[config.mk]
export PLATFORM = sky130hd
export DESIGN_NAME = qspi_fetch_buffer_flat
export DESIGN_NICKNAME = d
export VERILOG_FILES = /design/src/rtl/qspi_pkg.sv /design/src/rtl/qspi_fetch_buffer_if.sv /design/src/rtl/qspi_fetch_buffer.sv /design/src/flat_wrapper.sv
export SDC_FILE = /design/constraint.sdc
export NUM_CORES = 1
export LEC_CHECK = 0
export ABC_AREA = 0
export CAP_MARGIN = 20
export CORE_MARGIN = 10
export CORE_UTILIZATION = 58
export CTS_BUF_LIST = sky130_fd_sc_hd__clkbuf_8 sky130_fd_sc_hd__clkbuf_16
export CTS_CLUSTER_DIAMETER = 60
export CTS_CLUSTER_SIZE = 20
export DETAILED_ROUTE_END_ITERATION = 8
export PLACE_DENSITY_LB_ADDON = 0.15
export SYNTH_ARGS = -nofsm -noshare
export SYNTH_HDL_FRONTEND = slang
export SYNTH_SLANG_ARGS = --single-unit
[constraint.sdc]
create_clock -name s_pclk -period 6.3 [get_ports s_pclk]
set_clock_uncertainty 0.1 [all_clocks]
set_input_delay 0.945 -clock s_pclk [delete_from_list [all_inputs] [get_ports s_pclk]]
set_output_delay 0.945 -clock s_pclk [all_outputs]
set_load 0.1 [all_outputs]
[src/rtl/qspi_pkg.sv]
// qspi_pkg: shared types and constants for the QSPI fetch buffer.
//   qspi_fetch_state_e : fill FSM states (IDLE / REQ / GAP)
//   QSPI_ADDR_W        : flash byte-address width
//   QSPI_DATA_W        : fetch / APB data width
//   qspi_idx_w()       : word-index width for a given line size
package qspi_pkg;

    localparam int unsigned QSPI_ADDR_W = 24;
    localparam int unsigned QSPI_DATA_W = 32;

    typedef enum logic [1:0] {
        QSPI_FETCH_IDLE = 2'd0,
        QSPI_FETCH_REQ  = 2'd1,
        QSPI_FETCH_GAP  = 2'd2
    } qspi_fetch_state_e;

    // log2 of a power-of-two line size (2..16 words)
    function automatic int unsigned qspi_idx_w(input int unsigned line_words);
        int unsigned w;
        w = 0;
        for (int unsigned i = 0; i < 5; i++) begin
            if ((32'd1 << i) < line_words) begin
                w = i + 1;
            end
        end
        return w;
    endfunction

endpackage

[src/rtl/qspi_fetch_buffer_if.sv]
// qspi_fetch_buffer_if: core fetch port + APB-style read port of the flash controller.
//   master : view of the fetch buffer (drives req_ready/rsp_* and the m_* select side)
//   slave  : view of the environment (core requester + flash controller)
interface qspi_fetch_buffer_if;
    import qspi_pkg::*;

    logic                   req_valid;
    logic                   req_ready;
    logic [31:0]            req_addr;
    logic                   rsp_valid;
    logic [QSPI_DATA_W-1:0] rsp_data;
    logic                   flush_i;
    logic [31:0]            m_paddr;
    logic                   m_psel;
    logic                   m_pwrite;
    logic                   m_pready;
    logic [QSPI_DATA_W-1:0] m_prdata;

    modport master (
        input  req_valid, req_addr, flush_i, m_pready, m_prdata,
        output req_ready, rsp_valid, rsp_data, m_paddr, m_psel, m_pwrite
    );

    modport slave (
        output req_valid, req_addr, flush_i, m_pready, m_prdata,
        input  req_ready, rsp_valid, rsp_data, m_paddr, m_psel, m_pwrite
    );

endinterface

[src/rtl/qspi_fetch_buffer.sv]
// qspi_fetch_buffer: single-line, critical-word-first instruction fetch buffer
// in front of the QSPI flash controller's APB-style read port.
//   s_pclk    : clock
//   s_preset  : synchronous active-high reset
//   bus       : qspi_fetch_buffer_if.master (req_*/rsp_*/flush_i and m_* controller port)
//   hit_cnt_o, miss_cnt_o : saturating access counters, present only when
//                           QSPI_FETCH_STATS_EN is defined
// Hits answer one cycle after accept. A miss refills the whole line starting at
// the requested word, one APB read per word with a single idle cycle between reads.
module qspi_fetch_buffer
    import qspi_pkg::*;
#(
    parameter int unsigned LINE_WORDS = 4,
    parameter int unsigned ADDR_W     = QSPI_ADDR_W
) (
    input  logic                s_pclk,
    input  logic                s_preset,
    qspi_fetch_buffer_if.master bus
`ifdef QSPI_FETCH_STATS_EN
    ,
    output logic [31:0]         hit_cnt_o,
    output logic [31:0]         miss_cnt_o
`endif
);

    localparam int unsigned IDX_W   = qspi_idx_w(LINE_WORDS);
    localparam int unsigned TAG_LSB = IDX_W + 2;
    localparam int unsigned TAG_W   = ADDR_W - TAG_LSB;

    qspi_fetch_state_e      state_q, state_d;
    logic [TAG_W-1:0]       tag_q, tag_d;
    logic [IDX_W-1:0]       idx_q, idx_d;
    logic [IDX_W-1:0]       crit_q, crit_d;
    logic [LINE_WORDS-1:0]  wvalid_q, wvalid_d;
    logic                   flush_pend_q, flush_pend_d;
    logic                   req_ready_q, req_ready_d;
    logic                   rsp_valid_q, rsp_valid_d;
    logic [QSPI_DATA_W-1:0] rsp_data_q, rsp_data_d;
    logic                   m_psel_q, m_psel_d;
    logic [31:0]            m_paddr_q, m_paddr_d;
    logic [QSPI_DATA_W-1:0] line_q [LINE_WORDS];

    logic                   wr_en_c;
    logic [IDX_W-1:0]       req_idx_c;
    logic [TAG_W-1:0]       req_tag_c;
    logic [IDX_W-1:0]       idx_inc_c;
    logic                   accept_c;
    logic                   hit_c;
    logic                   miss_c;
    logic                   unused_addr_bits;

    // Request decode; req_ready_q is only high while in IDLE
    assign req_idx_c = bus.req_addr[TAG_LSB-1:2];
    assign req_tag_c = bus.req_addr[ADDR_W-1:TAG_LSB];
    assign idx_inc_c = idx_q + IDX_W'(1);
    assign accept_c  = bus.req_valid & req_ready_q;
    // A flush in the accept cycle forces the request to be treated as a miss
    assign hit_c     = accept_c & ~bus.flush_i & wvalid_q[req_idx_c] & (req_tag_c == tag_q);
    assign miss_c    = accept_c & ~hit_c;

    assign unused_addr_bits = ^{bus.req_addr[31:ADDR_W], bus.req_addr[1:0]};

    // State register
    always_ff @(posedge s_pclk) begin
        if (s_preset) begin
            state_q <= QSPI_FETCH_IDLE;
        end else begin
            state_q <= state_d;
        end
    end

    // Next state and next values of all registered outputs / line bookkeeping
    always_comb begin
        state_d      = state_q;
        tag_d        = tag_q;
        idx_d        = idx_q;
        crit_d       = crit_q;
        wvalid_d     = wvalid_q;
        flush_pend_d = flush_pend_q;
        rsp_valid_d  = 1'b0;
        rsp_data_d   = rsp_data_q;
        m_psel_d     = m_psel_q;
        m_paddr_d    = m_paddr_q;
        wr_en_c      = 1'b0;

        unique case (state_q)
            QSPI_FETCH_IDLE: begin
                if (bus.flush_i) begin
                    wvalid_d = '0;
                end
                if (hit_c) begin
                    rsp_valid_d = 1'b1;
                    rsp_data_d  = line_q[req_idx_c];
                end else if (miss_c) begin
                    tag_d     = req_tag_c;
                    idx_d     = req_idx_c;
                    crit_d    = req_idx_c;
                    wvalid_d  = '0;
                    m_paddr_d = 32'({req_tag_c, req_idx_c, 2'b00});
                    m_psel_d  = 1'b1;
                    state_d   = QSPI_FETCH_REQ;
                end
            end
            QSPI_FETCH_REQ: begin
                if (bus.flush_i) begin
                    flush_pend_d = 1'b1;
                end
                if (bus.m_pready) begin
                    wr_en_c         = 1'b1;
                    wvalid_d[idx_q] = 1'b1;
                    m_psel_d        = 1'b0;
                    state_d         = QSPI_FETCH_GAP;
                    // Only the first beat of a fill lands on the critical word
                    if (idx_q == crit_q) begin
                        rsp_valid_d = 1'b1;
                        rsp_data_d  = bus.m_prdata;
                    end
                end
            end
            QSPI_FETCH_GAP: begin
                idx_d = idx_inc_c;
                // Wrapping back to the critical word means every beat is done
                if (idx_inc_c == crit_q) begin
                    state_d      = QSPI_FETCH_IDLE;
                    flush_pend_d = 1'b0;
                    if (flush_pend_q || bus.flush_i) begin
                        wvalid_d = '0;
                    end
                end else begin
                    if (bus.flush_i) begin
                        flush_pend_d = 1'b1;
                    end
                    m_paddr_d = 32'({tag_q, idx_inc_c, 2'b00});
                    m_psel_d  = 1'b1;
                    state_d   = QSPI_FETCH_REQ;
                end
            end
            default: begin
                state_d = QSPI_FETCH_IDLE;
            end
        endcase

        req_ready_d = (state_d == QSPI_FETCH_IDLE);
    end

    // Registered outputs and line bookkeeping
    always_ff @(posedge s_pclk) begin
        if (s_preset) begin
            tag_q        <= '0;
            idx_q        <= '0;
            crit_q       <= '0;
            wvalid_q     <= '0;
            flush_pend_q <= 1'b0;
            req_ready_q  <= 1'b0;
            rsp_valid_q  <= 1'b0;
            rsp_data_q   <= '0;
            m_psel_q     <= 1'b0;
            m_paddr_q    <= '0;
        end else begin
            tag_q        <= tag_d;
            idx_q        <= idx_d;
            crit_q       <= crit_d;
            wvalid_q     <= wvalid_d;
            flush_pend_q <= flush_pend_d;
            req_ready_q  <= req_ready_d;
            rsp_valid_q  <= rsp_valid_d;
            rsp_data_q   <= rsp_data_d;
            m_psel_q     <= m_psel_d;
            m_paddr_q    <= m_paddr_d;
        end
    end

    // Line storage; contents are qualified by wvalid_q so no reset is needed
    always_ff @(posedge s_pclk) begin
        if (wr_en_c) begin
            line_q[idx_q] <= bus.m_prdata;
        end
    end

    assign bus.req_ready = req_ready_q;
    assign bus.rsp_valid = rsp_valid_q;
    assign bus.rsp_data  = rsp_data_q;
    assign bus.m_psel    = m_psel_q;
    assign bus.m_paddr   = m_paddr_q;
    assign bus.m_pwrite  = 1'b0;

`ifdef QSPI_FETCH_STATS_EN
    // Saturating hit / miss counters; flush does not clear them
    always_ff @(posedge s_pclk) begin
        if (s_preset) begin
            hit_cnt_o  <= '0;
            miss_cnt_o <= '0;
        end else begin
            if (hit_c && (hit_cnt_o != 32'hFFFF_FFFF)) begin
                hit_cnt_o <= hit_cnt_o + 32'd1;
            end
            if (miss_c && (miss_cnt_o != 32'hFFFF_FFFF)) begin
                miss_cnt_o <= miss_cnt_o + 32'd1;
            end
        end
    end
`endif

endmodule

[src/flat_wrapper.sv]
// flat-port wrapper written by rule: the top's interface ports become plain ports
module qspi_fetch_buffer_flat import qspi_pkg::*;
#(
    parameter int unsigned LINE_WORDS = 4,
    parameter int unsigned ADDR_W     = QSPI_ADDR_W
)
  (s_pclk, s_preset, bus_req_valid, bus_req_addr, bus_flush_i, bus_m_pready, bus_m_prdata, bus_req_ready, bus_rsp_valid, bus_rsp_data, bus_m_paddr, bus_m_psel, bus_m_pwrite);
  qspi_fetch_buffer_if bus_i ();
  input  logic s_pclk;
  input  logic s_preset;
  input wire logic [$bits(bus_i.req_valid)-1:0] bus_req_valid;
  input wire logic [$bits(bus_i.req_addr)-1:0] bus_req_addr;
  input wire logic [$bits(bus_i.flush_i)-1:0] bus_flush_i;
  input wire logic [$bits(bus_i.m_pready)-1:0] bus_m_pready;
  input wire logic [$bits(bus_i.m_prdata)-1:0] bus_m_prdata;
  output wire logic [$bits(bus_i.req_ready)-1:0] bus_req_ready;
  output wire logic [$bits(bus_i.rsp_valid)-1:0] bus_rsp_valid;
  output wire logic [$bits(bus_i.rsp_data)-1:0] bus_rsp_data;
  output wire logic [$bits(bus_i.m_paddr)-1:0] bus_m_paddr;
  output wire logic [$bits(bus_i.m_psel)-1:0] bus_m_psel;
  output wire logic [$bits(bus_i.m_pwrite)-1:0] bus_m_pwrite;
  assign bus_i.req_valid = bus_req_valid;
  assign bus_i.req_addr = bus_req_addr;
  assign bus_i.flush_i = bus_flush_i;
  assign bus_i.m_pready = bus_m_pready;
  assign bus_i.m_prdata = bus_m_prdata;
  assign bus_req_ready = bus_i.req_ready;
  assign bus_rsp_valid = bus_i.rsp_valid;
  assign bus_rsp_data = bus_i.rsp_data;
  assign bus_m_paddr = bus_i.m_paddr;
  assign bus_m_psel = bus_i.m_psel;
  assign bus_m_pwrite = bus_i.m_pwrite;
  qspi_fetch_buffer #(.LINE_WORDS(LINE_WORDS), .ADDR_W(ADDR_W)) u_core (.s_pclk(s_pclk), .s_preset(s_preset), .bus(bus_i));
endmodule
## After elaboration in Yosys (flattened, before gate mapping)

Memories as Yosys holds them, arrays and structs flattened.
Index checks and enable logic that the tools add are counted.

| operators by class | value |
|---|---|
| magnitude comparators | 3 |
| reduce and logical (&&, ||, !) cells | 14 |
| equality and inequality tests | 13 |
| bitwise operators | 8 |
| add/subtract/negate cells | 1 |
| muxes and demuxes | 43 |

Operators by type and width:

| cell | number |
|---|---|
| 2-to-1 mux 32 bit | 6 |
| case mux 32 bit (2 select lines) | 2 |
| 2-to-1 mux 4 bit | 6 |
| == test 20 bit | 1 |
| 2-to-1 mux 1 bit | 16 |
| case mux 4 bit (3 select lines) | 1 |
| AND reduction 4 bit | 3 |
| 2-to-1 mux 2 bit | 5 |
| inequality test 2 x 1 -> 1 bit (second input constant) | 5 |
| < comparator 2 x 3 -> 1 bit (second input constant) | 2 |
| inequality test 2 bit (second input constant) | 3 |
| case mux 2 bit (3 select lines) | 1 |
| AND reduction 3 bit | 2 |
| nonzero test 2 bit | 3 |
| AND 1 bit | 5 |
| AND reduction 5 bit | 1 |
| == test 2 bit | 2 |
| logical NOT 2 bit | 2 |
| bitwise OR 4 bit | 1 |
| case mux 1 bit (2 select lines) | 2 |
| case mux 2 bit (2 select lines) | 1 |
| case mux 1 bit (3 select lines) | 1 |
| nonzero test 3 bit | 1 |
| adder 2 x 1 -> 2 bit (second input constant) | 1 |
| other kinds (8) | 9 |

| word-level totals | value |
|---|---|
| RAM bits | 128 |
| bits of input ports | 69 |
| logic and storage cells | 94 |
| memories kept | 1 |
| register bits | 98 |

Memories:

| name | words | bits a word | read ports | clocked after memory_dff | write ports | line | text |
|---|---|---|---|---|---|---|---|
| u_core.line_q | 4 | 32 | 1 | 0 | 1 | qspi_fetch_buffer.sv:41 | `logic [QSPI_DATA_W-1:0] line_q [LINE_WORDS];` |

## Depth between registers and ports, before layout

| logic depth | value |
|---|---|
| depth after elaboration | 10 |
| gate-level depth with buffers | 9 |
| gate-level depth less buffers | 8 |

## Worst setup path before layout

OpenSTA, ideal clock, no wires.

| timing path | value |
|---|---|
| kind | input to register |
| start | input port bus_req_addr[2] |
| end | register u_core.m_paddr_q[10], in the netlist u_core.bus.m_paddr[10] |
| slack | 3.518 ns |
| data arrival time | 2.600 ns |
| library setup time | 0.081 ns |
| buffers on the path | 2 |
| data required time | 6.119 ns |
| cell stages on the path | 7 |
| cells stage by stage | buf_6 mux4_2 and4_4 a211oi_4 buf_6 nor2_1 a211oi_2 |

| on the way | value |
|---|---|
| longest elaborated chain between the ends | 8 |
| elaborated cells between the ends (all ways) | 9 |
| classes of those cells | 2 x eq/ne; 2 x mux; 4 x bitwise; 1 x reduce/logical |

Ends and longest elaborated chain:

| what | line | text |
|---|---|---|
| from (decl) | flat_wrapper.sv:12 | `input wire logic [$bits(bus_i.req_addr)-1:0] bus_req_addr;` |
| binary-select mux 1 bit (select 2 bit) (*) | qspi_fetch_buffer.sv:58 | `assign hit_c = accept_c & ~bus.flush_i & wvalid_q[req_idx_c] & (req_tag_c == tag_q);` |
| 2-to-1 mux 1 bit (implied by the code) (*) | qspi_fetch_buffer.sv:58 |  |
| AND 1 bit (*) (2 in series) | qspi_fetch_buffer.sv:58 |  |
| NOT 1 bit | qspi_fetch_buffer.sv:59 | `assign miss_c = accept_c & ~hit_c;` |
| AND 1 bit | qspi_fetch_buffer.sv:59 |  |
| inequality test 2 x 1 -> 1 bit (no line) | -- |  |
| AND reduction 4 bit (no line) (*) | -- |  |
| to (signal assigned) | qspi_fetch_buffer.sv:169 | `m_paddr_q <= m_paddr_d;` |
| to (decl) | qspi_fetch_buffer.sv:40 | `logic [31:0] m_paddr_q, m_paddr_d;` |

Mark *: on every way between the ends. The rest lies on a longest branch, timed or not. The select of a mux whose other input is x is not followed.
A chain may end at the register's enable or synchronous reset.

## Final worst setup path

| timing path | value |
|---|---|
| start | input port bus_req_addr[17] |
| end | register u_core.rsp_data_q[28], in the netlist u_core.bus.rsp_data[28] |

| on the way | value |
|---|---|
| longest elaborated chain between the ends | 4 |

Ends and longest elaborated chain:

| what | line | text |
|---|---|---|
| == test 20 bit | qspi_fetch_buffer.sv:58 |  |
| AND 1 bit | qspi_fetch_buffer.sv:58 |  |
| inequality test 2 x 1 -> 1 bit (no line) | -- |  |
| AND reduction 4 bit (no line) | -- |  |
| to (signal assigned) | qspi_fetch_buffer.sv:167 | `rsp_data_q <= rsp_data_d;` |
| to (decl) | qspi_fetch_buffer.sv:38 | `logic [QSPI_DATA_W-1:0] rsp_data_q, rsp_data_d;` |

Every way passes these cells.

==> Flow_metrics.wiki <==
{| class="wikitable"
! Metric !! Value
|-
| Dominant cell type by area after synthesis || edfxtp_1
|-
| Via density per instance || 6.095
|-
| DRC || 0
|-
| Number of max-cap violations || 0
|-
| Post-DP HPWL || 12.63 mm
|-
| CTS max path bufs || 3
|-
| Worst min-delay path startpoint || u_core.bus.rsp_data[1]
|-
| Part of the power in registers || 0.361
|-
| GRT overflow || 0
|-
| R2R depth || 9
|-
| Number of cells after detailed placement || 911
|-
| Distinct cell type count after synthesis || 41
|-
| Outcome || finished, final reports clean
|-
| Initial Utilization || 0.5898
|-
| Clock network latency to the later pin of the worst-skew pair || 0.48 ns
|-
| Max frequency || 270.7 MHz
|-
| Static power due to leakage || 3.672 nW
|-
| Total setup buffers inserted after CTS || 0
|-
| Worst-margin pin slew || 1.113 ns
|-
| Slew margin rel. || 0.2581
|-
| Layout Nets || 818
|-
| Slew Limit Fails || 0
|-
| Final Worst Setup Slack || 2.606 ns
|-
| Cell-internal power || 2.776 mW
|-
| Post-DP Area || 0.01019 mm2
|-
| Portion of total power attributed to the clock network || 0.196
|-
| Post-Synthesis Cells || 643
|-
| Post-Synthesis Cell Area || between 0.008 and 0.009 mm2
|-
| Hold Crit Depth || 2
|-
| Critical path type || in -> reg
|-
| Clock tree from TritonCTS || built
|-
| First-pass GRT wire length || ~33 mm
|-
| Non-filler instance count after layout || roughly 940
|-
| Cell types with the largest area share after synthesis || edfxtp_1 43%, dfxtp_1 20%, mux4_2 8.3%
|-
| Hold Worst Slack || 0.4164 ns
|-
| Final setup violation count || 0
|-
| Clock-pin slew on the worst setup and hold paths || roughly 0.08 ns
|-
| Endpoint of the worst register-to-register path || u_core.bus.rsp_data[28]
|-
| Unrepaired setup endpoints after global routing || no
|-
| Type of element launching the critical path || input pin
|-
| Relative area change from synthesis to final layout || 19.13%
|-
| Cells resized by post-CTS repair || 0
|-
| Hold Path Class || reg -> reg
|-
| Cts bufs inserted || 16
|-
| Crit path time final || about 3.7 ns
|-
| Comb pwr share || 0.444
|-
| Count of flip-flops with a built-in enable after synthesis || 128
|-
| Hold Crit Endpoint || u_core.bus.rsp_data[1]
|-
| Post-Place Worst Slack || 2.207 ns
|-
| Final WL || 20.83 mm
|-
| Total routing usage reported by global routing || 0.1994
|-
| Final period util || 0.5864
|-
| Count of clock tree sinks || approximately 220
|-
| Number of buffers added on ports || 115
|-
| Final Cell Area || 0.01068 mm2
|-
| Vertical extent of the die || between 100 and 150 um
|-
| Average wire per standard cell || 22.21 um
|-
| Mean instance size in the synthesized netlist || 13.94 um2
|-
| Power per standard cell area || roughly 470 mW/mm2
|-
| FF-to-FF setup slack || approximately 3 ns
|-
| Share of final-layout standard cells stronger than drive strength 1 || 0.1280
|-
| Max IR drop VDD || 362.0 uV
|-
| Vias after detailed routing || 5,717
|-
| RD Place Congestion || between 0.8 and 0.9
|-
| Category of the worst setup path capture point || register
|-
| Yosys synthesis warning count || 0
|-
| NetSw || ~2.3 mW
|-
| Commonest cells after routing, fill and taps aside || 128 x edfxtp_1, 112 x clkdlybuf4s50_1, 88 x dfxtp_1
|-
| Number of levels in the clock H-tree || 1
|-
| Largest fanout on the critical path || 33
|-
| Residual antenna-violating net count after detailed routing || 0
|-
| Worst path arrival time || 3.90 ns
|-
| Root cell of the clock tree || clkbuf_16
|-
| Placeable core area || 0.01520 mm2
|-
| Via count of the first global-routing pass || ~6,000
|-
| Floorplan die area || 0.02083 mm2
|-
| Number of cell rows || between 40 and 50
|-
| Diodes inserted || 0
|-
| Synth Flop Type || edfxtp_1
|-
| Most common library cell in the layout ignoring fill and taps || edfxtp_1
|-
| Sw Ratio || 0.4500
|-
| Die width || 144.3 um
|-
| Iter 0 DRT Violations || 455
|-
| Share of flip-flops with an asynchronous set or reset || 0
|-
| Required time at the endpoint of the critical path || 6.50 ns
|-
| Flops & latches, synth || ~220
|-
| Proportion of netlist area held by the largest area contributor || 0.4287
|-
| Startpoint of the worst register-to-register path || u_core.state_q[1]
|-
| Sequential area share after synthesis || 0.6252
|-
| Hold buffer count at cts || 0
|-
| DR pass1 iterations || 4
|-
| I/O pins || 137
|-
| Total negative setup slack || 0 ns
|-
| Number of antenna violations at the first check in global routing || 0
|-
| Maximum number of pins on one net before global-route repair || 89
|-
| Final hold violation count || 0
|}
how the worst max path moves through the flow:
stage / startpoint / end
global placement: bus_req_addr[3] / u_core.crit_q[0]
finish: bus_req_addr[17] / u_core.bus.rsp_data[28]
CTS: bus_req_addr[17] / u_core.bus.rsp_data[28]
floorplan: bus_req_addr[2] / u_core.bus.m_paddr[10]
detailed placement: bus_req_addr[17] / u_core.bus.rsp_data[28]
global route: bus_req_addr[17] / u_core.bus.rsp_data[23]
cell families (layout without fill, tap and decap cells):
group,after synthesis,count (layout),share of synthesized area
adder cells (fa/ha/maj),8,8,0.01116
multiplexers,89,89,0.1454
AO/OA/AOI/OAI,116,116,0.09824
XOR/XNOR,23,23,0.02247
flip-flops,216,216,0.6252
AND/OR/NAND/NOR,126,126,0.06015
other,1,11,0.0004182
buffers and inverters,64,161,0.03698
per-layer routing:
metal | vias up | wire [um] | track usage
met4 | 0 | 266 | 0.04149
met3 | 28 | 1606 | 0.03772
li1 | 2599 | - | -
met1 | 2866 | 8369 | 0.2538
met5 | - | 0 | 0
met2 | 224 | 10590 | 0.3469
through the flow:
step / util / total power, mW
after floorplan: - / 3.549
after global placement: 0.6683 / 4.041
after detailed placement: 0.6701 / 4.090
after CTS: 0.7026 / 5.068
after global routing: 0.7026 / 5.242
final: 0.7026 / 5.047
critical path: stages:
cell and delay, ns:
clkdlybuf4s50_1 0.45, xor2_1 0.17, nor4_1 0.52, nand4_1 0.37, o21ai_2 0.22, buf_4 0.42
and2_1 0.19, buf_4 0.40, a311oi_1 0.19
layout make-up:
cell class,count,area (um2)
Tap cell,188,235.2
Clock buffer,17,425.4
Fill cell,1048,4521
Sequential cell,216,5605
Multi-Input combinational cell,373,3079
Clock inverter,10,68.82
Timing Repair Buffer,125,1234
Inverter,9,33.78
power groups by stage:
stage                     registers (mW)  clock network (mW)  logic [mW]
final                               1.82               0.987        2.24
after global routing                1.84                1.06        2.34
after CTS                           1.82                1.00        2.24
after detailed placement            1.85                   0        2.24
after global placement              1.84                   0        2.20
after floorplan                     2.82                   0       0.725
flip-flops by register name (all words and copies together), names as in the netlist:
register / cells
u_core.bus.m_paddr: 22
u_core.bus.m_psel: 1
u_core.bus.req_ready: 1
u_core.bus.rsp_data: 32
u_core.bus.rsp_valid: 1
u_core.crit_q: 2
u_core.flush_pend_q: 1
u_core.idx_q: 2
u_core.line_q: 128
u_core.state_q: 2
u_core.tag_q: 20
u_core.wvalid_q: 4
synthesized netlist by cell type (2+ instances only):
library cell / number
edfxtp_1: 128
dfxtp_1: 88
mux2i_1: 56
nor2_1: 52
nand2_1: 45
a21oi_1: 42
mux4_2: 33
clkbuf_1: 26
xor2_1: 22
a311oi_1: 20
a211oi_1: 19
a211oi_2: 18
buf_4: 15
buf_2: 10
nor3_1: 9
ha_1: 8
inv_1: 8
and3_1: 6
o21ai_0: 6
nor4_1: 5
buf_6: 3
nand3_1: 3
o21a_1: 2
o21ai_1: 2
Note: power is estimated with default switching activity, not from simulation.
